**src/rtl/cpu_pkg.sv**
```systemverilog
// Shared CPU types: word type, fetch FSM states and the fetch-queue entry layout.
package cpu_pkg;

  typedef logic [31:0] word_t;

  localparam int unsigned INSTR_BYTES = 4;

  typedef enum logic [0:0] {
    FETCH  = 1'b0,
    HALTED = 1'b1
  } fetch_state_e;

  typedef struct packed {
    word_t pc;
    word_t instr;
  } fetch_entry_t;

  // Instructions are word aligned, so the low two address bits are always dropped.
  function automatic word_t align_pc(input word_t addr);
    return {addr[31:2], 2'b00};
  endfunction

endpackage

```
**src/rtl/fetch_queue.sv**
```systemverilog
// Small synchronous FIFO holding fetched {pc, instr} pairs between memory and decode.
// A push and a pop in the same cycle are accepted even when the queue is full.
import cpu_pkg::*;

module fetch_queue #(
  parameter int QDEPTH = 2
) (
  input  logic         clk,
  input  logic         rst_n,
  input  logic         push,
  input  logic         pop,
  input  logic         flush,
  input  fetch_entry_t wr_entry,
  output fetch_entry_t rd_entry,
  output logic         full,
  output logic         empty
);

  localparam int PW = $clog2(QDEPTH);
  localparam int CW = PW + 1;

  fetch_entry_t    mem [QDEPTH];
  logic [PW-1:0]   wr_ptr;
  logic [PW-1:0]   rd_ptr;
  logic [CW-1:0]   count;
  logic            do_push;
  logic            do_pop;

  assign full     = (count == CW'(QDEPTH));
  assign empty    = (count == '0);
  assign do_pop   = pop && !empty;
  assign do_push  = push && (!full || do_pop);
  assign rd_entry = empty ? '0 : mem[rd_ptr];

  // Pointer and occupancy bookkeeping; flush discards everything in one cycle.
  always_ff @(posedge clk) begin
    if (!rst_n) begin
      wr_ptr <= '0;
      rd_ptr <= '0;
      count  <= '0;
    end else if (flush) begin
      wr_ptr <= '0;
      rd_ptr <= '0;
      count  <= '0;
    end else begin
      if (do_push) wr_ptr <= wr_ptr + 1'b1;
      if (do_pop)  rd_ptr <= rd_ptr + 1'b1;
      case ({do_push, do_pop})
        2'b10:   count <= count + 1'b1;
        2'b01:   count <= count - 1'b1;
        default: count <= count;
      endcase
    end
  end

  // Entry storage needs no reset: the read side is masked to zero while empty.
  always_ff @(posedge clk) begin
    if (do_push && rst_n && !flush) mem[wr_ptr] <= wr_entry;
  end

endmodule

```
**src/rtl/instr_fetch_unit.sv**
```systemverilog
// Fetch front end: owns the PC, reads the combinational instruction memory,
// queues fetched words and issues them to decode over valid/ready.
import cpu_pkg::*;

module instr_fetch_unit #(
  parameter word_t RESET_PC = 32'h0000_0000,
  parameter int    QDEPTH   = 2
) (
  input  logic        clk,
  input  logic        rst_n,
  output logic [31:0] mem_addr,
  input  logic [31:0] mem_data,
  input  logic        redirect_valid,
  input  logic [31:0] redirect_pc,
  input  logic        halt_req,
  output logic        inst_valid,
  input  logic        inst_ready,
  output logic [31:0] inst_data,
  output logic [31:0] inst_pc,
  output logic        halted
);

  fetch_state_e state;
  fetch_state_e state_next;
  word_t        pc_q;
  word_t        pc_next;
  logic         push;
  logic         pop;
  logic         flush;
  logic         q_full;
  logic         q_empty;
  fetch_entry_t wr_entry;
  fetch_entry_t rd_entry;

  assign mem_addr   = pc_q;
  assign inst_valid = !q_empty;
  assign inst_data  = rd_entry.instr;
  assign inst_pc    = rd_entry.pc;
  assign halted     = (state == HALTED);
  assign wr_entry   = '{pc: pc_q, instr: mem_data};

  // State and PC registers; reset wins over every other input.
  always_ff @(posedge clk) begin
    if (!rst_n) begin
      state <= FETCH;
      pc_q  <= RESET_PC;
    end else begin
      state <= state_next;
      pc_q  <= pc_next;
    end
  end

  // Halt is level sensitive; a redirect never changes which state halt_req selects.
  always_comb begin
    state_next = state;
    case (state)
      FETCH:   if (halt_req)  state_next = HALTED;
      HALTED:  if (!halt_req) state_next = FETCH;
      default: state_next = FETCH;
    endcase
  end

  // Push/pop/redirect control: redirect flushes and suppresses both push and pop.
  always_comb begin
    flush   = redirect_valid;
    pop     = inst_valid && inst_ready && !redirect_valid;
    push    = (state == FETCH) && !redirect_valid && !halt_req && (!q_full || pop);
    pc_next = pc_q;
    if (redirect_valid) begin
      pc_next = align_pc(redirect_pc);
    end else if (push) begin
      pc_next = pc_q + INSTR_BYTES;
    end
  end

  fetch_queue #(
    .QDEPTH (QDEPTH)
  ) u_queue (
    .clk      (clk),
    .rst_n    (rst_n),
    .push     (push),
    .pop      (pop),
    .flush    (flush),
    .wr_entry (wr_entry),
    .rd_entry (rd_entry),
    .full     (q_full),
    .empty    (q_empty)
  );

endmodule

```
**config.mk**
```make
export PLATFORM = sky130hd
export DESIGN_NAME = instr_fetch_unit
export DESIGN_NICKNAME = d
export VERILOG_FILES = /design/src/rtl/cpu_pkg.sv /design/src/rtl/fetch_queue.sv /design/src/rtl/instr_fetch_unit.sv
export SDC_FILE = /design/constraint.sdc
export NUM_CORES = 1
export LEC_CHECK = 0
export ABC_AREA = 1
export BUFFER_PORTS_ARGS = -buffer_cell sky130_fd_sc_hd__buf_2
export CAP_MARGIN = 20
export CORE_MARGIN = 8
export CORE_UTILIZATION = 49
export CTS_CLUSTER_DIAMETER = 50
export CTS_CLUSTER_SIZE = 25
export DETAILED_ROUTE_END_ITERATION = 6
export HOLD_SLACK_MARGIN = 0.12
export PLACE_DENSITY = 0.77
export SLEW_MARGIN = 20
export SYNTH_ARGS = -nofsm -noshare
export SYNTH_HDL_FRONTEND = slang
export SYNTH_HIERARCHICAL = 1
export SYNTH_SLANG_ARGS = --single-unit
```
**constraint.sdc**
```tcl
create_clock -name clk -period 7.01 [get_ports clk]
set_input_delay 1.402 -clock clk [delete_from_list [all_inputs] [get_ports clk]]
set_output_delay 1.402 -clock clk [all_outputs]
set_load 0.02 [all_outputs]
```
==> flow_results.org <==
** Die
- Total die area :: 19300 um^2
- The floorplan step set the die width to 139 um.
- Standard-cell row count :: 45
- Die Ht :: 139 um
- The initial utilization of the core area, before any placement, comes to 49.6%.
- The floorplan step defined a core boundary enclosing 15000 um^2.
- Pin placement for this block handled 167 I/O pins.

** Clocking
- CTS saw 164 sinks.
- Clock-pin slew was measured on the worst setup and hold paths at 0.06 ns.
- Once the clock tree was built, the setup fixing pass inserted 0 buffers.
- Clk_lat worst skew :: 0.42 ns
- CTS tree :: done
- CTS Buf Count :: 17
- The tree is rooted in a sky130_fd_sc_hd__clkbuf_16.
- Cts-stage hold buffer count :: 0
- Maximum buffer depth of the clock tree :: 2
- Maximum level of the CTS H-tree :: 4
- Post-CTS repair changed the size of 0 cells.

** Setup path
- The most critical setup path has its endpoint at u_queue/mem[1][48].
- In this run the worst setup path begins at redirect_valid.
- Worst reg-to-reg path cell count :: 9
- The worst setup path is of the input pin to flip-flop kind.
- Arrival @ worst endpoint :: 3.67 ns
- CP Max Fanout :: 52
- Capturing point of the worst reg2reg path :: u_queue/mem[1][48]
- Reg-to-reg critical path startpoint :: u_queue/count[0]
- The worst setup path is captured at a flip-flop.
- The worst setup path is launched from an input pin.
- Reg-to-reg slack, setup :: 4.23 ns
- Data on the critical path is required at its endpoint by 7.05 ns.

** Min path
- Tightest Hold Check Type :: flip-flop to flip-flop
- Hold path cells :: 2

** Pwr
- The analysis attributes to net switching a power of 484 uW.
- Per report_power, the combinational group accounts for 6.5% of the total.
- Power share of the clock group :: 42.0%
- Worst IR Drop VDD :: 0.000159 V
- Pwr dens :: 237 nW/um^2
- Of the total power, the share spent switching nets is 22.8%.
- For this design the static power due to leakage is 3.61 nW.
- Portion of total power attributed to sequential cells :: 51.5%
- Internal power comes to 1.64 mW.

** Cells and area
- The repair_antennas step left the layout with diodes totalling 0.
- Area growth syn-to-layout :: 20.6%
- Area of all placed cells without fillers :: 8960 um^2
- Fraction of final layout cells with drive strength greater than 1 :: 29.3%
- Most common cell after layout, fill and taps aside :: sky130_fd_sc_hd__nand2_1
- The library cells used most frequently in the layout, excluding fill and tap cells, are sky130_fd_sc_hd__nand2_1, sky130_fd_sc_hd__buf_2, sky130_fd_sc_hd__edfxtp_1.
- In the final design database the tool counted 996 nets.

** Drt
- For this block, the routed nets add up to 17300 um of wire.
- Final ANT Viol Nets :: 0
- 1st-pass router iterations :: 5
- The detailed router placed 5715 vias in this run.
- After detailed routing, the number of remaining DRC violations is 0.
- After detailed routing, the number of vias per cell comes to 5.07.
- Drt first-iter violations :: 419
- Wire length per cell :: 15.3 um

** Placement
- Placement-stage cell area :: 8370 um^2
- Summed over all nets, the half-perimeter wirelength after detailed placement is 11600 um.
- Routability-driven placement finished with a final weighted congestion of 0.911.
- Input and output buffers added on the ports amount to 162.
- Place WS :: 2.97 ns

** Yosys
- Cells after Synth :: 766
- The synthesized netlist devotes 11.7% of its cell area to compound gates.
- Dividing the synthesized area by the synthesized cell count gives 9.69 um^2.
- XOR/XNOR Fraction of Synth Area :: 0.826%
- Post-synthesis sequential area ratio :: 61.5%
- Area fraction in and, or, nand and nor cells after synthesis :: 19.4%
- Synthesis inferred 164 register bits.
- Of the post-synthesis cell area, the dominant cell type holds 51.8%.
- Top_reg_cell synth :: sky130_fd_sc_hd__edfxtp_1
- The synthesized netlist occupies a cell area of 7420 um^2.
- Number of synthesized flops with an enable pin :: 128
- After Yosys synthesis, full adders, half adders and majority gates account for 0.169% of the synthesized area.
- Cells taking the most area after synthesis :: sky130_fd_sc_hd__edfxtp_1, sky130_fd_sc_hd__nand2_1, sky130_fd_sc_hd__dfxtp_1
- Of the post-synthesis cell area, the part taken by muxes is 0%.
- The netlist uses 30 different library cells.
- The Yosys step of the flow raised 6 warnings.
- By area, the combinational part of the netlist is dominated by simple AND/OR/NAND/NOR gates.
- The biggest area contributor in the post-synthesis netlist is sky130_fd_sc_hd__edfxtp_1.
- Async SR Flop Fraction :: 0%

** Timing
- Highest attainable clock frequency :: 0.275 GHz
- Tmin final :: 3.63 ns
- Transition time at the pin with the least slew margin :: 1.02 ns
- Unrepaired setup endpoints after global routing :: false
- The final number of hold-violating endpoints was 0.
- TNS Setup :: 0 ns
- Least setup slack across all paths after layout :: 3.38 ns
- Worst slew slack as a fraction of its limit :: 32.1%
- Clock skew on the completed layout was measured at 0.0113 ns.
- Final critical-path share of the clock period :: 51.8%
- The final-report max-slew violation count was 0.
- Setup violations remaining at the end of the flow were counted as 0.

** Flow run
- Across the run, the number of max-cap violations was 0.

** Global routing
- The first global-routing pass estimated 27900 um of wire.
- Via count of the first global-routing pass :: 5569
- Entering global routing, the biggest net connects 65 pins.
- Summed over all layers, the global routing overflow is 0.
- For this run, the total global-route usage over all layers was measured as 18.1%.
- The number of antenna violations at the first check in global routing came to 0.

** Outcome
- Result of the run :: finished clean
[worst min path at each step]
stage,start,end,slack (ns)
finish,u_queue/rd_ptr,flip-flop,0.48
global route,u_queue/wr_ptr,u_queue/wr_ptr,0.51
CTS,u_queue/rd_ptr,flip-flop,0.48
detailed placement,u_queue/rd_ptr,flip-flop,0.47
global placement,u_queue/rd_ptr,flip-flop,0.46
floorplan,u_queue/wr_ptr,u_queue/wr_ptr,0.44
[state kept, by name, indices dropped and copies added, names as in the netlist, named ones only]
signal	count
u_queue/mem	128
mem_addr	30
u_queue/count	2
halted	1
u_queue/rd_ptr	1
u_queue/wr_ptr	1
[worst max-delay path, cell delays in order]
cell and delay, ns:
sky130_fd_sc_hd__buf_2 0.31, sky130_fd_sc_hd__inv_2 0.20, sky130_fd_sc_hd__nand3_2 0.10, sky130_fd_sc_hd__nand2_1 0.09, sky130_fd_sc_hd__nand2_2 0.08, sky130_fd_sc_hd__inv_1 0.12
sky130_fd_sc_hd__o21ai_2 0.10, sky130_fd_sc_hd__nor3_4 0.51, sky130_fd_sc_hd__buf_4 0.68
[cells in the mapped netlist (3+ instances only)]
cell type and count:
sky130_fd_sc_hd__inv_2 4, sky130_fd_sc_hd__nand2_2 5, sky130_fd_sc_hd__edfxtp_1 128, sky130_fd_sc_hd__dfxtp_1 36, sky130_fd_sc_hd__inv_1 70, sky130_fd_sc_hd__a21oi_2 50
sky130_fd_sc_hd__nor3_1 3, sky130_fd_sc_hd__nor2_1 41, sky130_fd_sc_hd__nand2_1 253, sky130_fd_sc_hd__xor2_1 5, sky130_fd_sc_hd__buf_6 6, sky130_fd_sc_hd__buf_2 13
sky130_fd_sc_hd__buf_4 3, sky130_fd_sc_hd__o21ai_1 20, sky130_fd_sc_hd__a21oi_1 43, sky130_fd_sc_hd__a31oi_1 5, sky130_fd_sc_hd__o21ai_0 11, sky130_fd_sc_hd__clkbuf_1 9
sky130_fd_sc_hd__nand3_1 40, sky130_fd_sc_hd__nor2_2 7
[per-layer routing]
layer	track usage [%]	up-vias	share of wire, %
met5	0	-	0
met3	4.34	29	5.7
li1	-	2858	-
met2	29.9	209	49
met4	8.26	0	2.0
met1	22.0	2619	43
[power by group through the flow]
| stage | clock (mW) | sequential (mW) | combinational (mW) |
|---|---|---|---|
| global route | 0.943 | 1.09 | 0.154 |
| global placement | 0 | 1.11 | 0.135 |
| finish | 0.890 | 1.09 | 0.138 |
| detailed placement | 0 | 1.11 | 0.139 |
| floorplan | 0 | 1.12 | 0.0736 |
| CTS | 0.905 | 1.09 | 0.139 |
[per-stage QoR]
step                total power, mW  util [%]  cells  hold WS (ns)
global placement               1.25      55.9   1095         0.458
detailed placement             1.25      55.9   1095         0.467
floorplan                      1.19         -    771         0.444
global route                   2.19      59.8   1127         0.505
finish                         2.12      59.8   1127         0.476
CTS                            2.14      59.8   1127         0.479
[logic make-up (layout without fill, tap and decap cells)]
kind of cell               after synthesis  after routing
and+or+nand+nor                        354            354
DFF                                    164            164
AOI/OAI and AO/OA                      133            133
buffers and inverters                  106            274
xor gates and xnor gates                 7              7
adders and majority gates                1              1
other                                    1              6
[cell type report]
| cell class | instances | area (um^2) |
|---|---|---|
| clock buffer | 19 | 464 |
| clock inverter | 13 | 121 |
| fill | 1271 | 6020 |
| inverter | 74 | 279 |
| multi-input combinational | 501 | 2430 |
| sequential | 164 | 4570 |
| tap | 188 | 235 |
| timing repair buffer | 168 | 856 |
No activity file was read; power rests on OpenSTA's default activity.
